`src/rtl/infix_tokenizer_tx_if.sv`:
```
// infix_tokenizer_tx_if: infix in_* strobe/ack token input, postfix out_* strobe/ack token output, err/busy status; master = tokenizer, slave = its environment
interface infix_tokenizer_tx_if #(parameter int DATA_W = 32);
  logic in_stb, in_ack, in_is_operator, out_stb, out_ack, out_is_operator, err, busy;
  logic [DATA_W-1:0] in_data, out_data;
  modport master (
    input in_stb, in_data, in_is_operator, out_ack,
    output in_ack, out_stb, out_data, out_is_operator, err, busy
  );
  modport slave (
    output in_stb, in_data, in_is_operator, out_ack,
    input in_ack, out_stb, out_data, out_is_operator, err, busy
  );
endinterface

```
`src/rtl/infix_tokenizer_tx.sv`:
```
// infix_tokenizer_tx: shunting-yard infix-to-postfix token transmitter; ports CLK, RST (sync active-low), bus (master: infix tokens in, postfix tokens out, sticky err, busy)
module infix_tokenizer_tx #(
  parameter int OP_DEPTH = 16,
  parameter int DATA_W = 32
) (
  input logic CLK,
  input logic RST,
  infix_tokenizer_tx_if.master bus
);
  localparam int AW = $clog2(OP_DEPTH);
  typedef enum logic [2:0] {IDLE, DISPATCH, REDUCE, EMIT, GAP, PUSH, ACK} state_t;
  state_t state, ret;
  logic [DATA_W-1:0] tok;
  logic tok_op;
  logic [2:0] stk [OP_DEPTH];
  logic [AW:0] sp;
  logic [2:0] op, top;
  logic empty, full, pop;
  function automatic logic [1:0] prec(input logic [2:0] o);
    return o[2] ? 2'd3 : o[1] ? 2'd2 : 2'd1;
  endfunction
  always_comb begin
    op = tok[2:0];
    top = stk[AW'(sp - 1'b1)];
    empty = sp == '0;
    full = sp == (AW+1)'(OP_DEPTH);
    pop = !empty && top != 3'd6 &&
          (op > 3'd4 || prec(top) > prec(op) || (prec(top) == prec(op) && op != 3'd4));
  end
  always_ff @(posedge CLK) begin
    if (!RST) begin
      state <= IDLE;
      ret <= IDLE;
      sp <= '0;
      tok <= '0;
      tok_op <= 1'b0;
      bus.in_ack <= 1'b0;
      bus.out_stb <= 1'b0;
      bus.out_data <= '0;
      bus.out_is_operator <= 1'b0;
      bus.err <= 1'b0;
      bus.busy <= 1'b0;
    end else begin
      case (state)
        IDLE: if (bus.in_stb) begin
          tok <= bus.in_data;
          tok_op <= bus.in_is_operator;
          bus.busy <= 1'b1;
          state <= DISPATCH;
        end
        DISPATCH: if (!tok_op) begin
          bus.out_data <= tok;
          bus.out_is_operator <= 1'b0;
          bus.out_stb <= 1'b1;
          ret <= ACK;
          state <= EMIT;
        end else state <= op == 3'd6 ? PUSH : REDUCE;
        REDUCE: if (pop) begin
          sp <= sp - 1'b1;
          bus.out_data <= DATA_W'(top);
          bus.out_is_operator <= 1'b1;
          bus.out_stb <= 1'b1;
          ret <= REDUCE;
          state <= EMIT;
        end else if (op == 3'd7) begin
          // a non-empty stack here has '(' on top: consume it silently
          bus.err <= bus.err | empty;
          if (!empty) sp <= sp - 1'b1;
          bus.in_ack <= 1'b1;
          state <= ACK;
        end else if (op == 3'd5) begin
          if (empty) begin
            bus.out_data <= DATA_W'(op);
            bus.out_is_operator <= 1'b1;
            bus.out_stb <= 1'b1;
            ret <= ACK;
            state <= EMIT;
          end else begin
            // unmatched '(' met while flushing
            bus.err <= 1'b1;
            sp <= sp - 1'b1;
          end
        end else state <= PUSH;
        EMIT: if (bus.out_ack) begin
          bus.out_stb <= 1'b0;
          state <= GAP;
        end
        GAP: begin
          bus.in_ack <= ret == ACK;
          state <= ret;
        end
        PUSH: begin
          if (full) bus.err <= 1'b1;
          else begin
            stk[sp[AW-1:0]] <= op;
            sp <= sp + 1'b1;
          end
          bus.in_ack <= 1'b1;
          state <= ACK;
        end
        ACK: begin
          bus.in_ack <= 1'b0;
          bus.busy <= 1'b0;
          state <= IDLE;
        end
        default: state <= IDLE;
      endcase
    end
  end
endmodule
```
`src/flat_wrapper.sv`:
```
// flat-port wrapper written by rule: the top's interface ports become plain ports
module infix_tokenizer_tx_flat 
#(
  parameter int OP_DEPTH = 16,
  parameter int DATA_W = 32
)
  (CLK, RST, bus_in_stb, bus_in_data, bus_in_is_operator, bus_out_ack, bus_in_ack, bus_out_stb, bus_out_data, bus_out_is_operator, bus_err, bus_busy);
  infix_tokenizer_tx_if #(.DATA_W(DATA_W)) bus_i ();
  input logic CLK;
  input logic RST;
  input wire logic [$bits(bus_i.in_stb)-1:0] bus_in_stb;
  input wire logic [$bits(bus_i.in_data)-1:0] bus_in_data;
  input wire logic [$bits(bus_i.in_is_operator)-1:0] bus_in_is_operator;
  input wire logic [$bits(bus_i.out_ack)-1:0] bus_out_ack;
  output wire logic [$bits(bus_i.in_ack)-1:0] bus_in_ack;
  output wire logic [$bits(bus_i.out_stb)-1:0] bus_out_stb;
  output wire logic [$bits(bus_i.out_data)-1:0] bus_out_data;
  output wire logic [$bits(bus_i.out_is_operator)-1:0] bus_out_is_operator;
  output wire logic [$bits(bus_i.err)-1:0] bus_err;
  output wire logic [$bits(bus_i.busy)-1:0] bus_busy;
  assign bus_i.in_stb = bus_in_stb;
  assign bus_i.in_data = bus_in_data;
  assign bus_i.in_is_operator = bus_in_is_operator;
  assign bus_i.out_ack = bus_out_ack;
  assign bus_in_ack = bus_i.in_ack;
  assign bus_out_stb = bus_i.out_stb;
  assign bus_out_data = bus_i.out_data;
  assign bus_out_is_operator = bus_i.out_is_operator;
  assign bus_err = bus_i.err;
  assign bus_busy = bus_i.busy;
  infix_tokenizer_tx #(.OP_DEPTH(OP_DEPTH), .DATA_W(DATA_W)) u_core (.CLK(CLK), .RST(RST), .bus(bus_i));
endmodule
```
`config.mk`:
```
export PLATFORM = sky130hd
export DESIGN_NAME = infix_tokenizer_tx_flat
export DESIGN_NICKNAME = d
export VERILOG_FILES = /design/src/rtl/infix_tokenizer_tx_if.sv /design/src/rtl/infix_tokenizer_tx.sv /design/src/flat_wrapper.sv
export SDC_FILE = /design/constraint.sdc
export NUM_CORES = 1
export LEC_CHECK = 0
export CAP_MARGIN = 40
export CORE_MARGIN = 1
export CORE_UTILIZATION = 49
export CTS_CLUSTER_DIAMETER = 150
export DETAILED_ROUTE_END_ITERATION = 6
export GPL_ROUTABILITY_DRIVEN = 0
export PLACE_DENSITY = 0.76
export RECOVER_POWER = 100
export SLEW_MARGIN = 20
export SYNTH_ARGS = -nofsm -noshare
export SYNTH_HDL_FRONTEND = slang
export SYNTH_SLANG_ARGS = --single-unit
```
`constraint.sdc`:
```
create_clock -name CLK -period 4 [get_ports CLK]
set_input_delay 0.4 -clock CLK [delete_from_list [all_inputs] [get_ports CLK]]
set_output_delay 0.4 -clock CLK [all_outputs]
set_load 0.01 [all_outputs]
```
* After elaboration in Yosys (flattened, before gate mapping)
Memories as Yosys holds them, arrays and structs flattened.
Index checks and enable logic that the tools add are counted.
** Word-level totals
- Register bits after elaboration :: 81
- Bits in writable memories :: 48
- Word-level logic and storage cells :: 121
- Memories kept :: 1
- Output and inout bits :: 37
- Input bits :: 37
** Memories
- u_core.stk :: words 16, width 3, rd ports 1, clocked after memory_dff 0, write ports 1, line infix_tokenizer_tx.sv:15 : logic [2:0] stk [OP_DEPTH];
** Cells by class
- Reduce and logical (&&, ||, !) cells :: 21
- Bitwise logic cells :: 1
- Add/subtract/negate cells :: 2
- Order comparisons :: 2
- Muxes and demuxes :: 55
- Eq/ne operators :: 28
** Operator list (count)
- 2-to-1 mux 32 bit :: 5
- one-hot mux 32 bit (2 select lines) :: 1
- 2-to-1 mux 3 bit :: 13
- 2-to-1 mux 5 bit :: 5
- == test 3 bit (second input constant) :: 7
- 2-to-1 mux 1 bit :: 19
- one-hot mux 3 bit (6 select lines) :: 1
- inequality test 2 bit (second input constant) :: 5
- one-hot mux 5 bit (2 select lines) :: 1
- AND reduction 5 bit :: 2
- inequality test 3 x 1 -> 1 bit (second input constant) :: 3
- inequality test 3 bit (second input constant) :: 3
- AND reduction 3 bit :: 3
- 2-to-1 mux 2 bit :: 4
- == test 3 x 2 -> 1 bit (second input constant) :: 2
- one-hot mux 1 bit (2 select lines) :: 3
- one-hot mux 3 bit (2 select lines) :: 1
- AND reduction 6 bit :: 1
- nonzero test 2 bit :: 3
- adder 5 x 1 -> 5 bit (second input constant) :: 1
- == test 5 bit (second input constant) :: 1
- zero test 5 bit :: 1
- inequality test 5 x 2 -> 1 bit (second input constant) :: 1
- subtractor 5 x 1 -> 5 bit (second input constant) :: 1
- 17 further kinds :: 22

* Depth between registers and ports, before layout
An unclocked memory read counts as a cell.
- Word-level depth :: 10
- Depth in mapped cells :: 20
- Gate-level depth less buffers :: 15

* Worst setup path after synthesis
Ideal clock, no wire load.
- Path kind :: flip-flop to flip-flop
- From :: register u_core.sp[0]
- To :: register u_core.bus.out_data[27]
- Period minus slack after synthesis :: 4.145 ns
- Required time :: 3.883 ns
- Setup time :: 0.117 ns
- Path buffers :: 5
- Stages on the path, launching flop included :: 20
- Data arrival time :: 4.027 ns
- Setup slack :: -0.145 ns
- Cells stage by stage :: dfxtp_1 -> buf_2 -> buf_4 -> inv_1 -> ha_1 -> clkbuf_1 -> mux4_2 -> mux2i_1 -> nor2_1 -> a21oi_2 -> and2b_1 -> ha_1 -> and3_1 -> o21a_1 -> o21ai_0 -> nand2b_1 -> a221o_1 -> buf_6 -> buf_6 -> a32o_1
** Between the ends
- Cells in the longest elaborated chain, start to end :: 10
- Elaborated cells between the ends (all ways) :: 20
- Those cells by class :: add/sub: 1; order compare: 1; eq/ne: 5; mux: 4; reduce/logical: 8; memory: 1
** Ends and longest elaborated chain
- start: declaration :: line infix_tokenizer_tx.sv:16 : logic [AW:0] sp;
- start signal: assignment :: line infix_tokenizer_tx.sv:59 : sp <= sp - 1'b1;
- start signal: assignment :: line infix_tokenizer_tx.sv:68 : if (!empty) sp <= sp - 1'b1;
- start signal: assignment :: line infix_tokenizer_tx.sv:81 : sp <= sp - 1'b1;
- subtractor 5 x 1 -> 5 bit :: line infix_tokenizer_tx.sv:24 : top = stk[AW'(sp - 1'b1)];
- memory (16 x 3 bit)
- 2-to-1 mux 2 bit (2 in series) :: line infix_tokenizer_tx.sv:20 : return o[2] ? 2'd3 : o[1] ? 2'd2 : 2'd1;
- > comparator 2 bit / == test 2 bit (equally long branches) :: line infix_tokenizer_tx.sv:28 : (op > 3'd4 || prec(top) > prec(op) || (prec(top) == prec(op) && op != 3'd4));
- logical OR 1 bit / logical AND 1 bit (equally long branches) :: line infix_tokenizer_tx.sv:28
- logical OR 1 bit :: line infix_tokenizer_tx.sv:28
- logical AND 1 bit :: line infix_tokenizer_tx.sv:27 : pop = !empty && top != 3'd6 &&
- inequality test 3 x 1 -> 1 bit (no line) (tied with other cells)
- AND reduction 5 bit (no line) / one-hot mux 32 bit (2 select lines) (equally long branches)
- end signal: assignment :: line infix_tokenizer_tx.sv:52 : bus.out_data <= tok;
- end signal: assignment :: line infix_tokenizer_tx.sv:60 : bus.out_data <= DATA_W'(top);
- end signal: assignment :: line infix_tokenizer_tx.sv:73 : bus.out_data <= DATA_W'(op);
- end: declaration :: line infix_tokenizer_tx_if.sv:7 : output in_ack, out_stb, out_data, out_is_operator, err, busy
Several ways; a longest one is shown, not always the timed one.
A chain may end at the register's enable or synchronous reset.

* Worst setup path in the final report
- From :: register u_core.sp[0]
- To :: register u_core.bus.out_data[31]
The elaborated chain is that of the path after synthesis.

==> results by group <==
Synth
  – Post-synthesis sequential area ratio: 56.73%
  – Syn Area/Cell: 10.86 µm²
  – Synth top area share: 29.86%
  – Register bit total from synthesis: 128
  – Post-synth ARST share: 0%
  – Yosys cell types: 55
  – Most frequent cell after synthesis: nand2_1
  – Mapped Area: 5364 µm²
  – Synth warnings: 0
  – Post-synth EDFFs: 48
  – Top post-synthesis cells by count: nand2_1 (88), dfxtp_1 (80), a21oi_1 (51), edfxtp_1 (48), nor2_1 (34)
  – Syn Nets: 537
  – Yosys top cell by area: dfxtp_1
  – Mapped Cells: 494
  – Synth Flop Type: dfxtp_1
  – Synth top area cells: dfxtp_1 (30%), edfxtp_1 (27%), nand2_1 (6.2%)

Critical path
  – CP endpoint kind: flip-flop
  – Arrival time of the worst setup path: 4.26 ns
  – WS Path Type: reg2reg
  – CP Cell Sequence: inv_1 > ha_4 > xor2_4 > buf_12 > mux2i_1 > a22oi_1 > a21oi_4 > and2b_1 > ha_1 > and3_1 > o21a_1 > o21ai_1 > nand2b_1 > a221o_1 > buf_4 > a32o_1
  – Crit-path max FO: 23
  – CP Launch Type: flip-flop
  – Worst path required time: 4.41 ns
  – CP max stage delay: 0.31 ns
  – CP max stage cell: dfxtp_1

Worst hold path
  – HP Class: in2reg

Place
  – Detailed Place HPWL: 8.042 mm
  – Cells after DPL: 682
  – # port buffers: 73
  – DP Area: 6186 µm²
  – DP Worst Slack: -0.07152 ns

Global route
  – Vias in the first global route: 4180
  – Gr usage total: 23.21%
  – First-pass GRT wire length: 20.23 mm
  – Largest net degree at the start of global routing: 47
  – GRT overflow: 0
  – Initial antenna violation count: 0

Power and ir drop
  – Worst vdd ir: 0.3674 mV
  – Pwr per Cell Area: 747.9 nW/µm²
  – Total power: 5.113 mW
  – LEAKAGE: 2.549 nW

Drt
  – Via count: 4095
  – Post-DRT Antenna Nets: 0
  – WL final: 12.25 mm
  – Number of remaining DRC errors: 0
  – Initial DRC count: 212
  – Routed WL per cell: 17.03 µm
  – Via-per-instance ratio: 5.695
  – Drt pass-1 iters: 4

Floorplan
  – Die footprint: 11370 µm²
  – FP Rows: 37
  – Horiz. Die Dim: 106.6 µm
  – Starting density of the core: 51.27%
  – Num ports: 74
  – Core area: 10460 µm²
  – Height of the die: 106.6 µm

Cells and area
  – Final non-filler cell total: 719
  – Fin nets: 613
  – Area occupied by multi-input gates: 2147 µm²
  – Layout area overhead: 27.46%
  – N_diodes: 0
  – Layout cell share with drive strength beyond 1: 11.49%
  – Design Area, Final: 6837 µm²
  – Final core area utilization: 65.34%
  – Register area: 3044 µm²
  – FILL cells: 805

Timing
  – Tcrit/Tclk final: 96.22%
  – Max-slew headroom: 0.1891%
  – Final TNS setup: 0 ns
  – Final worst setup slack: 0.1512 ns
  – Final max-slew violation count: 0
  – Final hold slack: 0.4199 ns
  – Max Clock Freq: 259.8 MHz
  – Worst-Margin Slew: 1.496 ns
  – Crit path time final: 3.849 ns
  – Final setup violating endpoints: 0
  – Final Skew: 0.01339 ns
  – Fin. Hold Viols: 0

Clock tree
  – Clock Latency Late Sink: 0.52 ns
  – Clk slew on worst S/H paths: 0.06 ns
  – Clock buffer depth: 2
  – Num Clock Sinks: 128
  – CTS tree: built
  – CTS root buf: clkbuf_8
  – Hold_buf cts: 0
  – H-tree levels: 4
  – CTS buffer count: 17

Status
  – Failing checks: capacitance limit
  – Status: complete, but fails checks

Run
  – Max Cap Viol: 1
cell usage in the layout (no fill, tap or decap), types with 4 or more instances in the layout:
cell type / netlist / layout
dfxtp_1: 80 / 79
inv_4: 0 / 4
buf_4: 2 / 12
nor2_1: 34 / 33
a31oi_1: 4 / 4
ha_1: 6 / 5
clkbuf_16: 0 / 17
dlygate4sd3_1: 0 / 38
a32o_1: 29 / 29
o21ai_0: 11 / 10
clkdlybuf4s50_1: 0 / 35
nor3_2: 2 / 4
a21oi_1: 51 / 51
edfxtp_1: 48 / 48
nand3_1: 4 / 4
o31ai_1: 5 / 5
inv_1: 8 / 9
nand2b_1: 5 / 5
mux4_2: 5 / 5
or3_1: 6 / 6
clkbuf_1: 24 / 5
mux2i_1: 19 / 19
nand2_1: 88 / 88
per-layer routing:
layer,vias up,track usage (%),part of all wire (%)
met5,-,0,0
li1,1961,-,-
met4,0,9.491,1.7
met3,21,7.173,5.7
met2,121,39.82,51
met1,1992,26.87,41
repair_timing:
item,in CTS,in global routing
pin swaps,1,0
cloned,0,0
resized for setup,1,4
hold endpoints to repair,0,0
buffers inserted,0,4
setup endpoints to repair,28,43
cells by family (layout without fill, tap and decap cells):
kind of cell / Yosys count / after routing / synth area share [%]
AOI/OAI and AO/OA: 120 / 120 / 15.58
muxes: 28 / 28 / 7.254
adders and majority gates: 6 / 6 / 1.400
xor gates and xnor gates: 5 / 5 / 1.167
DFF: 128 / 128 / 56.73
and+or+nand+nor: 165 / 165 / 13.90
buffers and inverters: 42 / 131 / 3.965
cell type report:
cell class	count	area share, %
repair buffers	90	12.52
well taps	136	2.489
flip-flops and latches	128	44.53
inverters	9	0.4941
clock buffers	20	6.680
clock inverters	12	1.885
multi-input cells	324	31.41
worst max-delay path: cells and delay by family (launching register included):
family	cells	cell delay, ns
AND/OR/NAND/NOR	3	0.52
flip-flops	1	0.31
AO/OA/AOI/OAI	6	1.45
multiplexers	1	0.22
buffers and inverters	3	0.55
adder cells (fa/ha/maj)	2	0.52
XOR/XNOR	1	0.17
flip-flops by register name (all words and copies together) (netlist names), 2 cells and up:
register / count
u_core.state: 3
u_core.sp: 5
u_core.tok: 32
u_core.ret: 2
u_core.stk: 48
u_core.bus.out_data: 32
power by group:
| group | total [mW] | internal (mW) | switching (mW) | leakage, nW |
|---|---|---|---|---|
| sequential | 1.70 | 1.54 | 0.163 | 1.09 |
| combinational | 1.91 | 0.797 | 1.12 | 1.16 |
| clock | 1.50 | 0.941 | 0.562 | 0.291 |
path summary, 6_finish.rpt:
check / start / end / slack [ns] / cells after the start
hold reg to reg: u_core.bus.out_data[2] / u_core.bus.out_data[2] / 0.46 / 2
setup reg to reg: u_core.sp[0] / u_core.bus.out_data[31] / 0.15 / 16
hold / removal: bus_in_data[26] / u_core.tok[26] / 0.42 / 3
setup / recovery: u_core.sp[0] / u_core.bus.out_data[31] / 0.15 / 16
Power figures use the tool's default switching activity.
